[src/rtl/layer_arbiter.sv]
// Frame-synchronous priority arbiter: picks one of LAYERS sprite layers per pixel from a
// programmable rank table/mask (swapped in at frame start) and tracks player overlap per frame.
// One-cycle pixel latency; no backpressure, config ports accept a write every cycle.
module layer_arbiter #(
   parameter int LAYERS = 4,
   parameter int IDXW   = $clog2(LAYERS)
) (
   input  logic                clk,
   input  logic                resetN,
   input  logic                startOfFrame,
   input  logic [LAYERS-1:0]   layerDR,
   input  logic [8*LAYERS-1:0] layerRGB,
   input  logic [7:0]          backGroundRGB,
   input  logic                cfgWrite,
   input  logic [IDXW-1:0]     cfgRank,
   input  logic [IDXW-1:0]     cfgLayer,
   input  logic                cfgMaskWrite,
   input  logic [LAYERS-1:0]   cfgMask,
   output logic [7:0]          RGBOut,
   output logic                winnerValid,
   output logic [IDXW-1:0]     winnerIdx,
   output logic [LAYERS-1:0]   collisionFlags,
   output logic                collisionValid
);

   logic [IDXW-1:0]   pend_rank [LAYERS];
   logic [IDXW-1:0]   act_rank  [LAYERS];
   logic [LAYERS-1:0] pend_mask;
   logic [LAYERS-1:0] act_mask;
   logic [LAYERS-1:0] acc;
   logic [LAYERS-1:0] hit;
   logic [7:0]        rgb_arr [LAYERS];
   logic              found;
   logic [IDXW-1:0]   win;

   always_comb begin
      for (int k = 0; k < LAYERS; k++)
         rgb_arr[k] = layerRGB[8*k +: 8];
   end

   // Out-of-range ranks/layers (non power-of-two LAYERS) are dropped so the table stays valid.
   always_ff @(posedge clk or negedge resetN) begin
      if (!resetN) begin
         for (int r = 0; r < LAYERS; r++) begin
            pend_rank[r] <= IDXW'(r);
            act_rank[r]  <= IDXW'(r);
         end
         pend_mask <= '1;
         act_mask  <= '1;
      end else begin
         if (cfgWrite && (int'(cfgRank) < LAYERS) && (int'(cfgLayer) < LAYERS))
            pend_rank[cfgRank] <= cfgLayer;
         if (cfgMaskWrite)
            pend_mask <= cfgMask;
         if (startOfFrame) begin
            act_rank <= pend_rank;
            act_mask <= pend_mask;
         end
      end
   end

   // First matching rank wins, so duplicate entries later in the table are shadowed.
   always_comb begin
      found = 1'b0;
      win   = '0;
      for (int r = 0; r < LAYERS; r++) begin
         if (!found && layerDR[act_rank[r]] && act_mask[act_rank[r]]) begin
            found = 1'b1;
            win   = act_rank[r];
         end
      end
      hit    = {LAYERS{layerDR[0] & act_mask[0]}} & layerDR & act_mask;
      hit[0] = 1'b0;
   end

   always_ff @(posedge clk or negedge resetN) begin
      if (!resetN) begin
         RGBOut         <= '0;
         winnerValid    <= 1'b0;
         winnerIdx      <= '0;
         acc            <= '0;
         collisionFlags <= '0;
         collisionValid <= 1'b0;
      end else begin
         RGBOut      <= found ? rgb_arr[win] : backGroundRGB;
         winnerValid <= found;
         winnerIdx   <= win;
         if (startOfFrame) begin
            collisionFlags <= acc;
            acc            <= hit;
            collisionValid <= 1'b1;
         end else begin
            acc            <= acc | hit;
            collisionValid <= 1'b0;
         end
      end
   end

endmodule
[config.mk]
export PLATFORM = sky130hd
export DESIGN_NAME = layer_arbiter
export DESIGN_NICKNAME = d
export VERILOG_FILES = /design/src/rtl/layer_arbiter.sv
export SDC_FILE = /design/constraint.sdc
export NUM_CORES = 1
export LEC_CHECK = 0
export CAP_MARGIN = 40
export CORE_ASPECT_RATIO = 0.5
export CORE_UTILIZATION = 41
export CTS_CLUSTER_SIZE = 12
export DETAILED_ROUTE_END_ITERATION = 7
export PLACE_DENSITY = 0.75
export RECOVER_POWER = 25
export SYNTH_ARGS = -nofsm -noshare
export SYNTH_HDL_FRONTEND = slang
export SYNTH_SLANG_ARGS = --single-unit
[constraint.sdc]
create_clock -name clk -period 2.1 [get_ports clk]
set_clock_uncertainty 0.15 [all_clocks]
set_input_delay 0.42 -clock clk [delete_from_list [all_inputs] [get_ports clk]]
set_output_delay 0.42 -clock clk [all_outputs]
set_load 0.1 [all_outputs]
==> results of run 1 <==
synthesized netlist by cell type (2+ instances only):
cell type / n / area share, %
buf_2: 3 / 0.67
a21oi_4: 2 / 1.5
nor2_1: 2 / 0.34
dfrtp_1: 26 / 29
dfstp_2: 16 / 19
buf_6: 2 / 1.0
nand2_1: 4 / 0.67
mux2_2: 27 / 14
o21ai_0: 4 / 0.90
nand3_1: 5 / 1.1
clkbuf_1: 2 / 0.34
nand2b_1: 4 / 1.1
nand3b_1: 3 / 1.0
a221oi_1: 7 / 2.8
a211oi_1: 15 / 5.1
o22ai_1: 3 / 0.84
inv_1: 22 / 3.7
mux2i_1: 8 / 3.6
o31a_1: 2 / 0.79
a21oi_1: 2 / 0.45
critical path, cell delays in order (launching register included):
cell      delay (ns)
dfstp_2         0.57
nand2_4         0.07
mux4_2          0.45
a32o_2          0.28
a21oi_4         0.21
buf_12          0.15
a211oi_2        0.04
a221oi_1        0.25
per-layer routing:
| metal | part of all wire (%) | vias up | global-route usage [%] |
|---|---|---|---|
| li1 | - | 897 | - |
| met3 | 5.1 | 6 | 5.08 |
| met4 | 0.78 | 0 | 5.79 |
| met2 | 54 | 53 | 36.6 |
| met5 | 0 | - | 0 |
| met1 | 40 | 947 | 22.8 |
logic make-up after synthesis:
kind of cell / after synthesis / share of synthesized area [%]
AOI/OAI and AO/OA: 48 / 18.6
DFF: 42 / 48.1
muxes: 36 / 18.3
buffers and inverters: 31 / 6.97
and+or+nand+nor: 27 / 7.93
other: 1 / 0.168
final cells by class:
cell class,instances,area (um2)
clock buffer,5,68.8
clock inverter,3,68.8
fill,369,1520
inverter,22,82.6
multi-input combinational,112,1150
sequential,42,1070
tap,70,87.6
timing repair buffer,109,1010
metrics by stage:
stage / util (%) / setup slack (ns) / power (mW) / hold WS, ns / std cells
floorplan: - / -0.0447 / 2.66 / -0.0256 / 185
global placement: 61.9 / -0.475 / 3.17 / 0.318 / 344
detailed placement: 61.9 / -0.598 / 3.22 / 0.319 / 344
CTS: 66.2 / -0.148 / 4.09 / 0.0358 / 359
global route: 70.0 / -0.247 / 4.53 / 0.326 / 363
finish: 70.0 / -0.175 / 4.35 / 0.227 / 363
where the power goes:
group	internal [mW]	total [mW]	switching, mW
clock network	0.476	0.767	0.291
registers	1.05	1.18	0.130
logic	0.916	2.40	1.49
flip-flops by register name (all words and copies together), names as in the netlist:
| name | flops |
|---|---|
| pend_mask | 4 |
| RGBOut | 8 |
| collisionFlags | 3 |
| collisionValid | 1 |
| winnerValid | 1 |
| act_mask | 4 |
| winnerIdx | 2 |
| pend_rank | 8 |
| act_rank | 8 |
| acc | 3 |
worst min-delay path by stage:
stage	from	endpoint	slack, ns	depth (start not counted)
global route	resetN	act_rank[2]	0.33	2
floorplan	resetN	RGBOut[0]	-0.03	0
global placement	pend_rank[2]	act_rank[2]	0.32	2
finish	resetN	act_rank[2]	0.23	2
detailed placement	pend_rank[2]	act_rank[2]	0.32	2
CTS	resetN	act_rank[2]	0.04	2
repair_timing:
action,CTS,global route
pin swaps,4,5
endpoints found under the setup margin,9,9
cloned,0,2
hold buffers,0,0
buffers inserted,7,2
resized for setup,9,27
==> results.txt, run 1 <==
Result of the run: finished, violations left
Violations in the final reports: negative setup slack
Primary FF master, synth: dfrtp_1
Total leakage power: 1.51 nW
NumNets Final: 349
Min Clock Period, post-route: 2.28 ns
Data arrival time of the worst path: 2.32 ns
Layout cell share with drive strength beyond 1: 49.5%
# diodes: 0
Unrepaired setup endpoints after global routing: true
Cell Area, Synth: 2230 um2
Clock tree from TritonCTS: yes
Max Buffers Root-to-Sink: 2
Mean area per synthesized cell: 12.0 um2
Number of global-route vias before repair: 1832
Final setup vio count: 8
Required time of the critical path: 2.14 ns
Initial cell density of the core: 43.9%
Post-synthesis to final-layout area growth: 59.4%
Most common cell after layout, fill and taps aside: clkdlybuf4s50_1
Remaining global-route overflow: 0
Unique masters post-synth: 46
DRT antenna net count: 0
Slew HR: 31.3%
DR vias: 1903
Share of the clock period used by the worst path after layout: 108%
WL per Instance: 16.5 um
Total Die Area: 5750 um2
Net count after synthesis: 242
CTS clock-pin slew for the worst setup and hold paths: 0.08 ns
Slew @ Worst Pin: 1.03 ns
Kind of end point of the critical path: flop
End of the critical path: RGBOut[1]
Critical Path Source Type: flop
EDFF count, synth: 0
Register area share after synthesis: 48.1%
Top library cells by usage in the layout, fill and taps aside: 51 x clkdlybuf4s50_1, 46 x buf_4, 27 x mux2_2
Total CTS buffers: 5
Sum Neg Setup Slack: -0.840 ns
Number of H-tree branching levels: 2
Seq cells post-synth: 42
Core area: 5070 um2
Register-to-register setup slack: -0.18 ns
Crit path kind: flop to flop
DP HPWL: 3.98 mm
Master cell of the clock root buffer: clkbuf_8
# IOs: 73
GR Util All Layers: 19.5%
Cell area after placement: 3140 um2
Final hold viol count: 0
Reg2Reg Depth: 7
Pin count of the biggest net entering global routing: 43
PnR worst setup slack: -0.175 ns
Highest fanout seen on the critical path: 5
Insertion delay of the later-clocked pin in the worst-skew pair: 0.30 ns
Post-synthesis async set-or-reset flop share: 100%
Number of vias per cell: 5.24
DRC viols: 0
Count of input and output buffers: 71
Antenna violations before repair: 0
Routability cong.: 0.843
Peak supply drop: 1.03 mV
Startpoint of the most critical register-to-register path: act_mask[1]
Type of the tightest min-delay check: primary input to asynchronous set/reset pin
Final standard cell area without fillers: 3550 um2
Max-slew violation count: 0
Number of cells produced by synthesis: 185
Die X: 106 um
Achievable clock frequency: 440 MHz
Vertical die dimension: 54.1 um
Yosys warning count: 0
Capture instance of the worst register-to-register path: RGBOut[1]
Power per cell area: 1230 nW/um2
Source of the critical timing path: act_mask[1]
Wire length of the first global-routing pass: 8.55 mm
Maxcap violations: 0
Number of sinks handled by clock tree synthesis: 42
TritonRoute pass-1 iters: 4
Detailed Route Iter0 Violations: 52
Routed Wire Length: 5.99 mm
Number of rows in the core area: 18
Power figures use the tool's default switching activity.
==> run 2, diff against run 1 <==
--- a/config.mk
+++ b/config.mk
@@ -10,7 +10,7 @@
 export CORE_UTILIZATION = 41
 export CTS_CLUSTER_SIZE = 12
 export DETAILED_ROUTE_END_ITERATION = 7
-export PLACE_DENSITY = 0.75
+export PLACE_DENSITY = 0.74
 export RECOVER_POWER = 25
 export SYNTH_ARGS = -nofsm -noshare
 export SYNTH_HDL_FRONTEND = slang
==> results.txt, run 2 (same netlist as run 1, synthesis figures left out) <==
Result of the run: finished, violations left (unchanged)
Violations in the final reports: negative setup slack (unchanged)
WHS: 0.225 ns (was 0.227 ns)
Slew @ Worst Pin: 1.02 ns (was 1.03 ns)
Data arrival time of the worst path: 2.22 ns (was 2.32 ns)
Critical path's slowest cell: dfstp_2 (unchanged)
CTS clock-pin slew for the worst setup and hold paths: 0.08 ns (about the same)
DP HPWL: 3.97 mm (was 3.98 mm)
CTS Hold Bufs: 0 (unchanged)
Combinational fraction of design power: 58.4% (was 55.2%)
Sequential fraction of design power: 28.8% (was 27.1%)
Number of sinks handled by clock tree synthesis: 42 (unchanged)
Internal power summed over all cells: 2.18 mW (was 2.44 mW)
Die X: 106 um (unchanged)
DR vias: 1830 (was 1903)
Required time of the critical path: 2.13 ns (was 2.14 ns)
Kind of end point of the critical path: flop (unchanged)
Master cell of the clock root buffer: clkbuf_8 (unchanged)
DRC viols: 0 (unchanged)
# IOs: 73 (unchanged)
Cells along the critical path: nand2_2 -> mux4_2 -> a32o_2 -> a211oi_4 -> buf_12 -> a221oi_2 (was nand2_4 -> mux4_2 -> a32o_2 -> a21oi_4 -> buf_12 -> a211oi_2 -> a221oi_1)
Vertical die dimension: 54.1 um (unchanged)
Type of the tightest min-delay check: primary input to asynchronous set/reset pin (unchanged)
Post-synthesis to final-layout area growth: 55.5% (was 59.4%)
Critical path's largest stage delay: 0.57 ns (about the same)
Total Die Area: 5750 um2 (unchanged)
Total power draw: 4.07 mW (was 4.35 mW)
Crit path kind: flop to flop (unchanged)
Max-slew violation count: 0 (unchanged)
Initial cell density of the core: 43.9% (unchanged)
Largest registers: RGBOut (8), act_rank (8), pend_rank (8) (unchanged)
Slew HR: 32.3% (was 31.3%)
Routability cong.: 0.829 (was 0.843)
Peak supply drop: 1.22 mV (was 1.03 mV)
Pre-CTS setup slack: -0.558 ns (was -0.598 ns)
Fraction of power spent switching nets: 46.5% (was 43.9%)
P_sw: 1.89 mW (was 1.91 mW)
PnR worst setup slack: -0.0957 ns (was -0.175 ns)
WL per Instance: 15.7 um (was 16.5 um)
Capture instance of the worst register-to-register path: RGBOut[3] (was RGBOut[1])
Insertion delay of the later-clocked pin in the worst-skew pair: 0.30 ns (about the same)
Total CTS buffers: 5 (unchanged)
Part of the total power dissipated in the clock network: 12.8% (was 17.6%)
GR Util All Layers: 19.7% (was 19.5%)
Remaining global-route overflow: 0 (unchanged)
Reg2Reg Depth: 6 (was 7)
Min Clock Period, post-route: 2.20 ns (was 2.28 ns)
Number of rows in the core area: 18 (unchanged)
Share of the clock period used by the worst path after layout: 105% (was 108%)
Filler cell count in the final layout: 353 (was 369)
Startpoint of the most critical register-to-register path: act_mask[3] (was act_mask[1])
Routed Wire Length: 5.63 mm (was 5.99 mm)
# diodes: 0 (unchanged)
Layout cell share with drive strength beyond 1: 47.9% (was 49.5%)
Detailed Route Iter0 Violations: 60 (was 52)
Highest fanout seen on the critical path: 8 (was 5)
Count of input and output buffers: 71 (unchanged)
Top library cells by usage in the layout, fill and taps aside: 51 x clkdlybuf4s50_1, 41 x buf_4, 27 x mux2_2 (was 51 x clkdlybuf4s50_1, 46 x buf_4, 27 x mux2_2)
Core area: 5070 um2 (unchanged)
Unrepaired setup endpoints after global routing: true (unchanged)
NumNets Final: 344 (was 349)
Number of global-route vias before repair: 1821 (was 1832)
DRT antenna net count: 0 (unchanged)
Final hold viol count: 0 (unchanged)
Number of vias per cell: 5.11 (was 5.24)
Number of H-tree branching levels: 2 (unchanged)
Power per cell area: 1180 nW/um2 (was 1230 nW/um2)
Register-to-register setup slack: -0.1 ns (was -0.18 ns)
Maxcap violations: 0 (unchanged)
Total leakage power: 1.45 nW (was 1.51 nW)
TritonRoute pass-1 iters: 4 (unchanged)
Most common cell after layout, fill and taps aside: clkdlybuf4s50_1 (unchanged)
Max Buffers Root-to-Sink: 2 (unchanged)
Antenna violations before repair: 0 (unchanged)
Pin count of the biggest net entering global routing: 43 (unchanged)
Wire length of the first global-routing pass: 8.47 mm (was 8.55 mm)
Clock tree from TritonCTS: yes (unchanged)
Final setup vio count: 8 (unchanged)
Critical Path Source Type: flop (unchanged)
Achievable clock frequency: 455 MHz (was 440 MHz)
run 2: power groups by stage:
stage	registers [mW]	clock network (mW)	logic, mW
after floorplan	1.96	0	0.694
after global placement	1.18	0	1.99
after detailed placement	1.19	0	2.02
after CTS	1.17	0.531	2.07
after global routing	1.20	0.572	2.48
final	1.17	0.523	2.37
run 2: worst max path at each step:
stage,end,slack [ns],start
6_report,RGBOut[3],-0.1,act_mask[3]
5_1_grt,RGBOut[6],-0.18,act_rank[4]
4_1_cts,RGBOut[1],-0.08,act_mask[3]
3_5_place_dp,RGBOut[1],-0.56,layerDR[1]
3_3_place_gp,RGBOut[4],-0.49,layerDR[3]
2_1_floorplan,RGBOut[1],-0.04,act_mask[0]
run 2: per-layer routing:
layer | GRT usage (%) | part of all wire [%] | up-vias | wire length [um]
met5 | 0 | 0 | - | 0
met4 | 8.10 | 0.68 | 0 | 38
met3 | 5.21 | 4.7 | 4 | 267
met2 | 34.4 | 48 | 49 | 2720
met1 | 23.7 | 46 | 884 | 2600
li1 | - | - | 893 | -
run 2: worst max-delay path: cells and delay by family (launching register included):
kind | cells | cell delay [ns]
muxes | 1 | 0.46
AOI/OAI and AO/OA | 3 | 0.65
buffers and inverters | 1 | 0.17
and+or+nand+nor | 1 | 0.06
DFF | 1 | 0.57
run 2: area by class of cell:
cell class                 count  area, um2  area share [%]
clock buffer                   6       72.6            2.10
clock inverter                 2       13.8           0.398
inverter                      22       82.6            2.39
multi-input combinational    113       1170            33.7
sequential                    42       1070            31.0
tap                           70       87.6            2.53
timing repair buffer         103        965            27.9
run 2: stage by stage:
stage	instances	area (um2)	TNS, ns	utilization [%]
CTS	354	3250	-0.554	64.0
finish	358	3460	-0.725	68.3
detailed placement	342	3120	-5.14	61.6
floorplan	185	2250	-0.314	-
global placement	342	3120	-4.52	61.6
global route	358	3460	-1.33	68.3
run 2: repair_timing:
item | in CTS | in global routing
gates resized for setup | 8 | 26
setup buffers | 3 | 3
cloned | 1 | 2
setup endpoints to repair | 10 | 10
pin swaps | 4 | 4
==> run 3, diff against run 2 <==
--- a/config.mk
+++ b/config.mk
@@ -5,12 +5,12 @@
 export SDC_FILE = /design/constraint.sdc
 export NUM_CORES = 1
 export LEC_CHECK = 0
-export CAP_MARGIN = 40
+export CAP_MARGIN = 20
 export CORE_ASPECT_RATIO = 0.5
-export CORE_UTILIZATION = 41
+export CORE_UTILIZATION = 46
 export CTS_CLUSTER_SIZE = 12
 export DETAILED_ROUTE_END_ITERATION = 7
-export PLACE_DENSITY = 0.74
+export PLACE_DENSITY = 0.79
 export RECOVER_POWER = 25
 export SYNTH_ARGS = -nofsm -noshare
 export SYNTH_HDL_FRONTEND = slang
==> constraint.sdc (replaced) <==
create_clock -name clk -period 2.26 [get_ports clk]
set_clock_uncertainty 0.15 [all_clocks]
set_input_delay 0.452 -clock clk [delete_from_list [all_inputs] [get_ports clk]]
set_output_delay 0.452 -clock clk [all_outputs]
set_load 0.1 [all_outputs]
==> results.txt, run 3 (same netlist as run 1, synthesis figures left out) <==
Result of the run: finished, violations left (unchanged)
Violations in the final reports: negative setup slack (unchanged)
Routability cong.: 0.873 (was 0.829)
Routed Wire Length: 6.27 mm (was 5.63 mm)
Layout cell share with drive strength beyond 1: 44.5% (was 47.9%)
Max-slew violation count: 0 (unchanged)
Capture instance of the worst register-to-register path: RGBOut[1] (was RGBOut[3])
Final standard cell area without fillers: 3350 um2 (was 3460 um2)
Number of global-route vias before repair: 1839 (was 1821)
Remaining global-route overflow: 0 (unchanged)
Final hold viol count: 0 (unchanged)
Maxcap violations: 0 (unchanged)
Wire length of the first global-routing pass: 8.85 mm (was 8.47 mm)
WL per Instance: 18.1 um (was 15.7 um)
Kind of end point of the critical path: flop (unchanged)
CTS clock-pin slew for the worst setup and hold paths: 0.08 ns (about the same)
Number of vias per cell: 5.40 (was 5.11)
# IOs: 73 (unchanged)
DP HPWL: 3.96 mm (was 3.97 mm)
Pin count of the biggest net entering global routing: 43 (unchanged)
Reg2Reg Depth: 9 (was 6)
Largest registers: RGBOut (8), act_rank (8), pend_rank (8) (unchanged)
Required time of the critical path: 2.32 ns (was 2.13 ns)
Data arrival time of the worst path: 2.35 ns (was 2.22 ns)
GR Util All Layers: 23.0% (was 19.7%)
Share of the clock period used by the worst path after layout: 101% (was 105%)
Final setup vio count: 2 (was 8)
Die X: 100 um (was 106 um)
Detailed Route Iter0 Violations: 103 (was 60)
Max Buffers Root-to-Sink: 2 (unchanged)
WHS: 0.268 ns (was 0.225 ns)
Slew @ Worst Pin: 1.04 ns (was 1.02 ns)
Register-to-register setup slack: -0.02 ns (was -0.1 ns)
DR vias: 1873 (was 1830)
Cell area after placement: 3070 um2 (was 3120 um2)
Area occupied by registers: 1070 um2 (about the same)
TritonRoute pass-1 iters: 4 (unchanged)
Min Clock Period, post-route: 2.28 ns (was 2.20 ns)
Total leakage power: 1.42 nW (was 1.45 nW)
Total power draw: 3.72 mW (was 4.07 mW)
Critical Path Source Type: flop (unchanged)
Type of the tightest min-delay check: primary input to asynchronous set/reset pin (unchanged)
Post-synthesis to final-layout area growth: 50.5% (was 55.5%)
Insertion delay of the later-clocked pin in the worst-skew pair: 0.29 ns (was 0.30 ns)
Number of rows in the core area: 17 (was 18)
Pre-CTS setup slack: -0.452 ns (was -0.558 ns)
Slew HR: 30.7% (was 32.3%)
Core area: 4530 um2 (was 5070 um2)
Initial cell density of the core: 49.1% (was 43.9%)
Startpoint of the most critical register-to-register path: act_mask[2] (was act_mask[3])
Top library cells by usage in the layout, fill and taps aside: 51 x clkdlybuf4s50_1, 33 x buf_4, 27 x mux2_2 (was 51 x clkdlybuf4s50_1, 41 x buf_4, 27 x mux2_2)
NumNets Final: 337 (was 344)
Power per cell area: 1110 nW/um2 (was 1180 nW/um2)
Number of H-tree branching levels: 2 (unchanged)
DRC viols: 0 (unchanged)
DRT antenna net count: 0 (unchanged)
Most common cell after layout, fill and taps aside: clkdlybuf4s50_1 (unchanged)
Vertical die dimension: 51.2 um (was 54.1 um)
CTS Hold Bufs: 0 (unchanged)
Number of sinks handled by clock tree synthesis: 42 (unchanged)
Sum Neg Setup Slack: -0.0334 ns (was -0.725 ns)
# diodes: 0 (unchanged)
Master cell of the clock root buffer: clkbuf_8 (unchanged)
Clock tree from TritonCTS: yes (unchanged)
Area used by multi-input combinational logic: 1110 um2 (was 1170 um2)
Filler cell count in the final layout: 301 (was 353)
Antenna violations before repair: 0 (unchanged)
Achievable clock frequency: 438 MHz (was 455 MHz)
Total Die Area: 5140 um2 (was 5750 um2)
Crit path kind: flop to flop (unchanged)
Peak supply drop: 0.780 mV (was 1.22 mV)
Total CTS buffers: 5 (unchanged)
Count of input and output buffers: 71 (unchanged)
PnR worst setup slack: -0.0242 ns (was -0.0957 ns)
Highest fanout seen on the critical path: 11 (was 8)
## run 3: final cells by class
cell class / instances / area share, %
multi-input combinational: 113 / 33.3
sequential: 42 / 32.0
timing repair buffer: 96 / 27.3
inverter: 22 / 2.46
tap: 66 / 2.46
clock buffer: 6 / 2.17
clock inverter: 2 / 0.299
## run 3: how the worst max path moves through the flow
stage,from,endpoint,slack (ns)
after floorplan,act_mask[0],RGBOut[1],0.02
after global placement,layerDR[2],RGBOut[3],-0.33
after detailed placement,layerDR[1],RGBOut[7],-0.45
after CTS,layerDR[0],RGBOut[3],0.006
after global routing,act_rank[6],RGBOut[4],-0.15
final,act_mask[2],RGBOut[1],-0.02
## run 3: critical path, stage by stage, from the launching register on
cell and delay (ns):
dfstp_2 0.56, nand2_1 0.09, buf_4 0.17, a21oi_1 0.15, nor4_2 0.05, buf_4 0.15
buf_4 0.19, a211oi_1 0.40, a211oi_2 0.10, a221oi_2 0.17
## run 3: per-stage QoR
step / utilization [%] / instances
after CTS: 71.1 / 344
after global placement: 67.7 / 333
after floorplan: - / 185
after detailed placement: 67.7 / 333
final: 74.0 / 347
after global routing: 74.0 / 347
## run 3: layer usage
metal / global-route usage, % / up-vias / routed length [um]
met2: 38.6 / 78 / 3090
li1: - / 876 / -
met4: 7.25 / 0 / 129
met3: 6.70 / 12 / 443
met5: 0 / - / 0
met1: 29.1 / 907 / 2610
## run 3: timing repair
action                     CTS  global route
hold endpoints to repair     0             0
pin swaps                    8             6
buffers inserted             2             1
cloned                       1             2
setup endpoints to repair    8             9
resized for setup           13            17
## run 3: power by group
part           total [mW]  switching, mW  internal [mW]  leakage [nW]
registers            1.11          0.135          0.976         0.483
clock network       0.468          0.254          0.214        0.0450
logic                2.14           1.36          0.776         0.892
